### src/rtl/elevator_dispatcher_if.sv
// Request/clear handshake and car status between the call latch, the dispatcher and the displays.
interface elevator_dispatcher_if;
    logic       tick;
    logic [7:0] req_level;
    logic [7:0] clr_pulse;
    logic [2:0] floor;
    logic       dir_up;
    logic       moving;
    logic       door_open;

    modport master (
        input  tick, req_level,
        output clr_pulse, floor, dir_up, moving, door_open
    );

    modport slave (
        output tick, req_level,
        input  clr_pulse, floor, dir_up, moving, door_open
    );
endinterface

### src/rtl/elevator_dispatcher.sv
// Elevator car dispatcher: serves latched floor calls and returns one-cycle clear pulses.
// Optional DOOR_REOPEN_EN: a new press at the open floor restarts the door timer in place.
module elevator_dispatcher #(
    parameter int TRAVEL_TICKS = 2,
    parameter int DOOR_TICKS   = 3,
    parameter int CNT_W        = 4
) (
    input  logic                 clk,
    input  logic                 rst_n,
    elevator_dispatcher_if.master bus
);
    localparam logic [2:0] S_IDLE   = 3'd0;
    localparam logic [2:0] S_UP     = 3'd1;
    localparam logic [2:0] S_DOWN   = 3'd2;
    localparam logic [2:0] S_ARRIVE = 3'd3;
    localparam logic [2:0] S_DOOR   = 3'd4;

    logic [2:0]       r_state, w_state_nx;
    logic [2:0]       r_floor, w_floor_nx;
    logic             r_dir_up, w_dir_nx;
    logic [CNT_W-1:0] r_cnt, w_cnt_nx;
    logic [7:0]       r_clr, w_clr_nx;
    logic             r_moving, r_door;
    logic             w_above, w_below, w_here;
    logic             w_travel_done, w_door_done, w_reopen;

    always_comb begin
        w_above = 1'b0;
        w_below = 1'b0;
        for (int i = 0; i < 8; i++) begin
            if (3'(i) > r_floor) w_above = w_above | bus.req_level[i];
            if (3'(i) < r_floor) w_below = w_below | bus.req_level[i];
        end
    end

    assign w_here        = bus.req_level[r_floor];
    assign w_travel_done = bus.tick && (r_cnt == CNT_W'(TRAVEL_TICKS - 1));
    assign w_door_done   = bus.tick && (r_cnt == CNT_W'(DOOR_TICKS - 1));

    // While a clear pulse is outstanding the latch has not yet dropped the bit,
    // so 'here' is only trusted as a fresh press once r_clr is back to zero.
`ifdef DOOR_REOPEN_EN
    assign w_reopen = (r_clr == 8'h00) && w_here;
`else
    assign w_reopen = 1'b0;
`endif

    always_comb begin
        w_state_nx = r_state;
        w_floor_nx = r_floor;
        w_dir_nx   = r_dir_up;
        w_cnt_nx   = bus.tick ? r_cnt + CNT_W'(1) : r_cnt;
        w_clr_nx   = 8'h00;
        case (r_state)
            S_IDLE: begin
                if (w_here)                      w_state_nx = S_DOOR;
                else if (r_dir_up && w_above)    w_state_nx = S_UP;
                else if (!r_dir_up && w_below)   w_state_nx = S_DOWN;
                else if (w_above) begin
                    w_state_nx = S_UP;
                    w_dir_nx   = 1'b1;
                end else if (w_below) begin
                    w_state_nx = S_DOWN;
                    w_dir_nx   = 1'b0;
                end
            end
            S_UP: begin
                if (w_travel_done) begin
                    w_state_nx = S_ARRIVE;
                    w_floor_nx = (r_floor == 3'd7) ? r_floor : r_floor + 3'd1;
                end
            end
            S_DOWN: begin
                if (w_travel_done) begin
                    w_state_nx = S_ARRIVE;
                    w_floor_nx = (r_floor == 3'd0) ? r_floor : r_floor - 3'd1;
                end
            end
            S_ARRIVE: begin
                if (w_here)                      w_state_nx = S_DOOR;
                else if (r_dir_up && w_above)    w_state_nx = S_UP;
                else if (!r_dir_up && w_below)   w_state_nx = S_DOWN;
                else                             w_state_nx = S_IDLE;
            end
            S_DOOR: begin
                if (w_reopen) begin
                    w_cnt_nx = '0;
                    w_clr_nx = 8'h01 << r_floor;
                end else if (w_door_done) begin
                    w_state_nx = S_IDLE;
                end
            end
            default: w_state_nx = S_IDLE;
        endcase
        // Every state entry restarts the tick count, so an entry-edge tick is dropped.
        if (w_state_nx != r_state) w_cnt_nx = '0;
        if (w_state_nx == S_DOOR && r_state != S_DOOR) w_clr_nx = 8'h01 << r_floor;
    end

    always_ff @(posedge clk or negedge rst_n) begin
        if (!rst_n) begin
            r_state  <= S_IDLE;
            r_floor  <= 3'd0;
            r_dir_up <= 1'b1;
            r_cnt    <= '0;
            r_clr    <= 8'h00;
            r_moving <= 1'b0;
            r_door   <= 1'b0;
        end else begin
            r_state  <= w_state_nx;
            r_floor  <= w_floor_nx;
            r_dir_up <= w_dir_nx;
            r_cnt    <= w_cnt_nx;
            r_clr    <= w_clr_nx;
            r_moving <= (w_state_nx == S_UP) || (w_state_nx == S_DOWN);
            r_door   <= (w_state_nx == S_DOOR);
        end
    end

    assign bus.clr_pulse = r_clr;
    assign bus.floor     = r_floor;
    assign bus.dir_up    = r_dir_up;
    assign bus.moving    = r_moving;
    assign bus.door_open = r_door;
endmodule

### src/flat_wrapper.sv
// flat-port wrapper written by rule: the top's interface ports become plain ports
module elevator_dispatcher_flat 
#(
    parameter int TRAVEL_TICKS = 2,
    parameter int DOOR_TICKS   = 3,
    parameter int CNT_W        = 4
)
  (clk, rst_n, bus_tick, bus_req_level, bus_clr_pulse, bus_floor, bus_dir_up, bus_moving, bus_door_open);
  elevator_dispatcher_if bus_i ();
  input  logic clk;
  input  logic rst_n;
  input wire logic [$bits(bus_i.tick)-1:0] bus_tick;
  input wire logic [$bits(bus_i.req_level)-1:0] bus_req_level;
  output wire logic [$bits(bus_i.clr_pulse)-1:0] bus_clr_pulse;
  output wire logic [$bits(bus_i.floor)-1:0] bus_floor;
  output wire logic [$bits(bus_i.dir_up)-1:0] bus_dir_up;
  output wire logic [$bits(bus_i.moving)-1:0] bus_moving;
  output wire logic [$bits(bus_i.door_open)-1:0] bus_door_open;
  assign bus_i.tick = bus_tick;
  assign bus_i.req_level = bus_req_level;
  assign bus_clr_pulse = bus_i.clr_pulse;
  assign bus_floor = bus_i.floor;
  assign bus_dir_up = bus_i.dir_up;
  assign bus_moving = bus_i.moving;
  assign bus_door_open = bus_i.door_open;
  elevator_dispatcher #(.TRAVEL_TICKS(TRAVEL_TICKS), .DOOR_TICKS(DOOR_TICKS), .CNT_W(CNT_W)) u_core (.clk(clk), .rst_n(rst_n), .bus(bus_i));
endmodule
### config.mk
export PLATFORM = sky130hd
export DESIGN_NAME = elevator_dispatcher_flat
export DESIGN_NICKNAME = d
export VERILOG_FILES = /design/src/rtl/elevator_dispatcher_if.sv /design/src/rtl/elevator_dispatcher.sv /design/src/flat_wrapper.sv
export SDC_FILE = /design/constraint.sdc
export NUM_CORES = 1
export LEC_CHECK = 0
export BUFFER_PORTS_ARGS = -buffer_cell sky130_fd_sc_hd__buf_2
export CORE_MARGIN = 2
export CORE_UTILIZATION = 45
export CTS_BUF_LIST = sky130_fd_sc_hd__clkbuf_4 sky130_fd_sc_hd__clkbuf_8
export DETAILED_ROUTE_END_ITERATION = 12
export PLACE_DENSITY = 0.63
export SLEW_MARGIN = 5
export SYNTH_ARGS = -nofsm -noshare
export SYNTH_HDL_FRONTEND = slang
export SYNTH_SLANG_ARGS = --single-unit
### constraint.sdc
create_clock -name clk -period 5.7 [get_ports clk]
set_clock_uncertainty 0.05 [all_clocks]
set_input_delay 1.14 -clock clk [delete_from_list [all_inputs] [get_ports clk]]
set_output_delay 1.14 -clock clk [all_outputs]
set_load 0.05 [all_outputs]
==> run summary <==
crit path DAT - 3.01 ns
ys async rst share - 100%
vias in the first global route - 1073
Die X - 60.1 µm
DRT iter0 DRCs - 53
DRC - 0
final setup TNS - 0 ns
synth unique cells - 53
WS Path Type - in2reg
maximum vdd drop - 0.000226 V
Fill cells - 293
total vias in the final route - 1188
CP max stage cell - a222oi_1
Inserted Clock Buffers - 3
most common cell after layout, fill and taps aside - buf_2
Synth Flop Type - dfrtp_1
CP Capture Type - flop
syn_nets - 168
Seq/Total Area, Yosys - 37.2%
DRT Pass-1 Iters - 6
register area - 527 µm²
EDFF count, synth - 0
final net count - 192
#FFs+latches synth - 21
crit-path max FO - 5
diodes inserted - 0
post-cts resize count - 0
area occupied by multi-input gates - 808 µm²
CTS tree - yes
Crit path largest cell delay - 0.67 ns
Critical Path RT - 5.83 ns
final period utilization - 50.5%
Syn Inst Count - 147
first-pass GRT wire length - 4950 µm
Via density - 5.55
ratio of cells with drive above 1 in the final layout - 25.9%
PwrDens - 509 mW/mm²
CTS H-tree lvls - 1
GRT Residual Overflow - 0
DIE HEIGHT - 60.1 µm
Syn-to-layout area delta - 10.9%
Pleak - 0.773 nW
Final min period - 2.88 ns
Final ANT Viol Nets - 0
CP Cell Sequence - buf_2 -> a211oi_1 -> o21ai_1 -> a222oi_1 -> a32o_2 -> nand3_1 -> a32oi_1 -> nor4_1
largest net degree at the start of global routing - 22
Ys Warns - 0
overall power - 0.000801 W
CP Launch Type - input port
I/O pin count - 25
max frequency - 348 MHz
commonest non-fill, non-tap cells in the layout - buf_2 (24), dfrtp_1 (20)
Post-CTS Setup Bufs - 0
die area - 0.00362 mm²
Setup-failing EPs final - 0
clock root cell - clkbuf_4
utilization of the core after routing - 51.9%
mapped cell area - 0.00142 mm²
final hold vios - 0
CTS sink cnt - 21
Buf/Inv on CP - 1
Initial Utilization - 46.8%
Post-DP HPWL - 2210 µm
run status - finished, final reports clean
clk_lat worst skew - 0.30 ns
worst min path class - reg2reg
Hold Buf Count CTS - 0
Slew headroom - 42.4%
Slew Viols, Final - 0
initial antenna violation count - 0
Buffers on Ports - 24
RSZ-0062 raised after global routing - no
Total Wirelength - 2970 µm
synthesized area per cell - 9.64 µm²
clock transition at the registers of the reported paths - 0.13 ns
Fin Hold WS - 0.556 ns
# rows - 20
WL/cell - 13.9 µm
clk buf depth - 2
RePlAce Congestion - 0.895
GRT Total Usage - 18.2%
max-cap violations - 0
worst slew pin tran - 0.858 ns
Core ar. - 0.00303 mm²
Worst path top cell family by delay - compound AO/OA/AOI/OAI gates
-- layout make-up --
class	count	share of cell area, %
inverter	9	2.15
clock inverter	1	0.318
clock buffer	3	1.43
multi-input combinational	112	51.4
sequential	21	33.5
timing repair buffer	24	7.64
tap	44	3.50
-- registers in the layout, indices dropped and copies added (netlist names) --
register,cells
u_core.bus.floor,3
u_core.bus.door_open,1
u_core.bus.moving,1
u_core.r_cnt,4
u_core.bus.dir_up,1
u_core.r_state,3
u_core.bus.clr_pulse,8
-- where the power goes --
part	switching, W	internal [W]	leakage, nW	total [W]
combinational	0.000303	0.000166	0.480	0.000469
clock	0.0000471	0.0000261	0.0177	0.0000732
sequential	0.0000666	0.000192	0.275	0.000258
total	0.000416	0.000384	0.773	0.000801
-- synthesized netlist by cell type, types with 2 or more instances --
cell type | instances | share of area, %
a31o_2 | 3 | 1.9
a21oi_1 | 10 | 3.5
ha_1 | 10 | 8.8
nor4_1 | 4 | 1.8
nand3_2 | 2 | 1.4
xor2_1 | 3 | 1.9
nor3_1 | 2 | 0.71
nand2_1 | 10 | 2.6
nand3_1 | 6 | 2.1
and2_1 | 3 | 1.3
xnor2_1 | 3 | 1.9
inv_1 | 8 | 2.1
and3_1 | 6 | 2.6
a31oi_1 | 2 | 0.88
nor2_1 | 10 | 2.6
dfrtp_1 | 20 | 35
mux2i_1 | 4 | 2.8
nor2b_1 | 2 | 0.88
o21ai_1 | 2 | 0.71
o21ai_0 | 4 | 1.4
-- logic make-up after synthesis --
| family | Yosys count | share of synthesized area, % |
|---|---|---|
| AOI/OAI and AO/OA | 35 | 17.5 |
| xor gates and xnor gates | 6 | 3.71 |
| adders and majority gates | 10 | 8.83 |
| buffers and inverters | 14 | 5.82 |
| DFF | 21 | 37.2 |
| muxes | 4 | 2.82 |
| and+or+nand+nor | 57 | 24.2 |
-- worst min-delay path, cell delays in order (launching register included) --
cell and delay (ns):
dfstp_2 0.44, a21oi_1 0.13, nor2_1 0.05
-- per-layer routing --
layer  global-route usage, %  up-vias  part of all wire [%]
li1                        -      589                     -
met1                    26.4      563                    50
met2                    28.7       34                    45
met3                    2.60        2                   4.4
met4                    3.81        0                  0.74
met5                       0        -                     0
-- path summary, 6_finish.rpt --
| kind | start | to | slack (ns) | cells after the start |
|---|---|---|---|---|
| min reg2reg | u_core.bus.dir_up$_DFFE_PN1P_ | u_core.bus.dir_up$_DFFE_PN1P_ | 0.56 | 2 |
| min in group asynchronous | rst_n | u_core.bus.clr_pulse[0]$_DFF_PN0_ | 0.72 | 1 |
| max in group asynchronous | rst_n | u_core.bus.dir_up$_DFFE_PN1P_ | 4.55 | 1 |
| max reg2reg | u_core.bus.floor[1]$_DFFE_PN0P_ | u_core.r_cnt[1]$_DFFE_PN0P_ | 2.84 | 9 |
| max | bus_req_level[4] | u_core.r_cnt[1]$_DFFE_PN0P_ | 2.82 | 8 |
| min | u_core.bus.dir_up$_DFFE_PN1P_ | u_core.bus.dir_up$_DFFE_PN1P_ | 0.56 | 2 |
-- metrics by stage --
stage / instances / area, µm² / setup WS, ns
global route: 214 / 1570 / 2.63
detailed placement: 210 / 1540 / 2.53
finish: 214 / 1570 / 2.82
floorplan: 147 / 1420 / 2.93
CTS: 214 / 1570 / 2.86
global placement: 210 / 1540 / 2.58
Note: power is estimated with default switching activity, not from simulation.
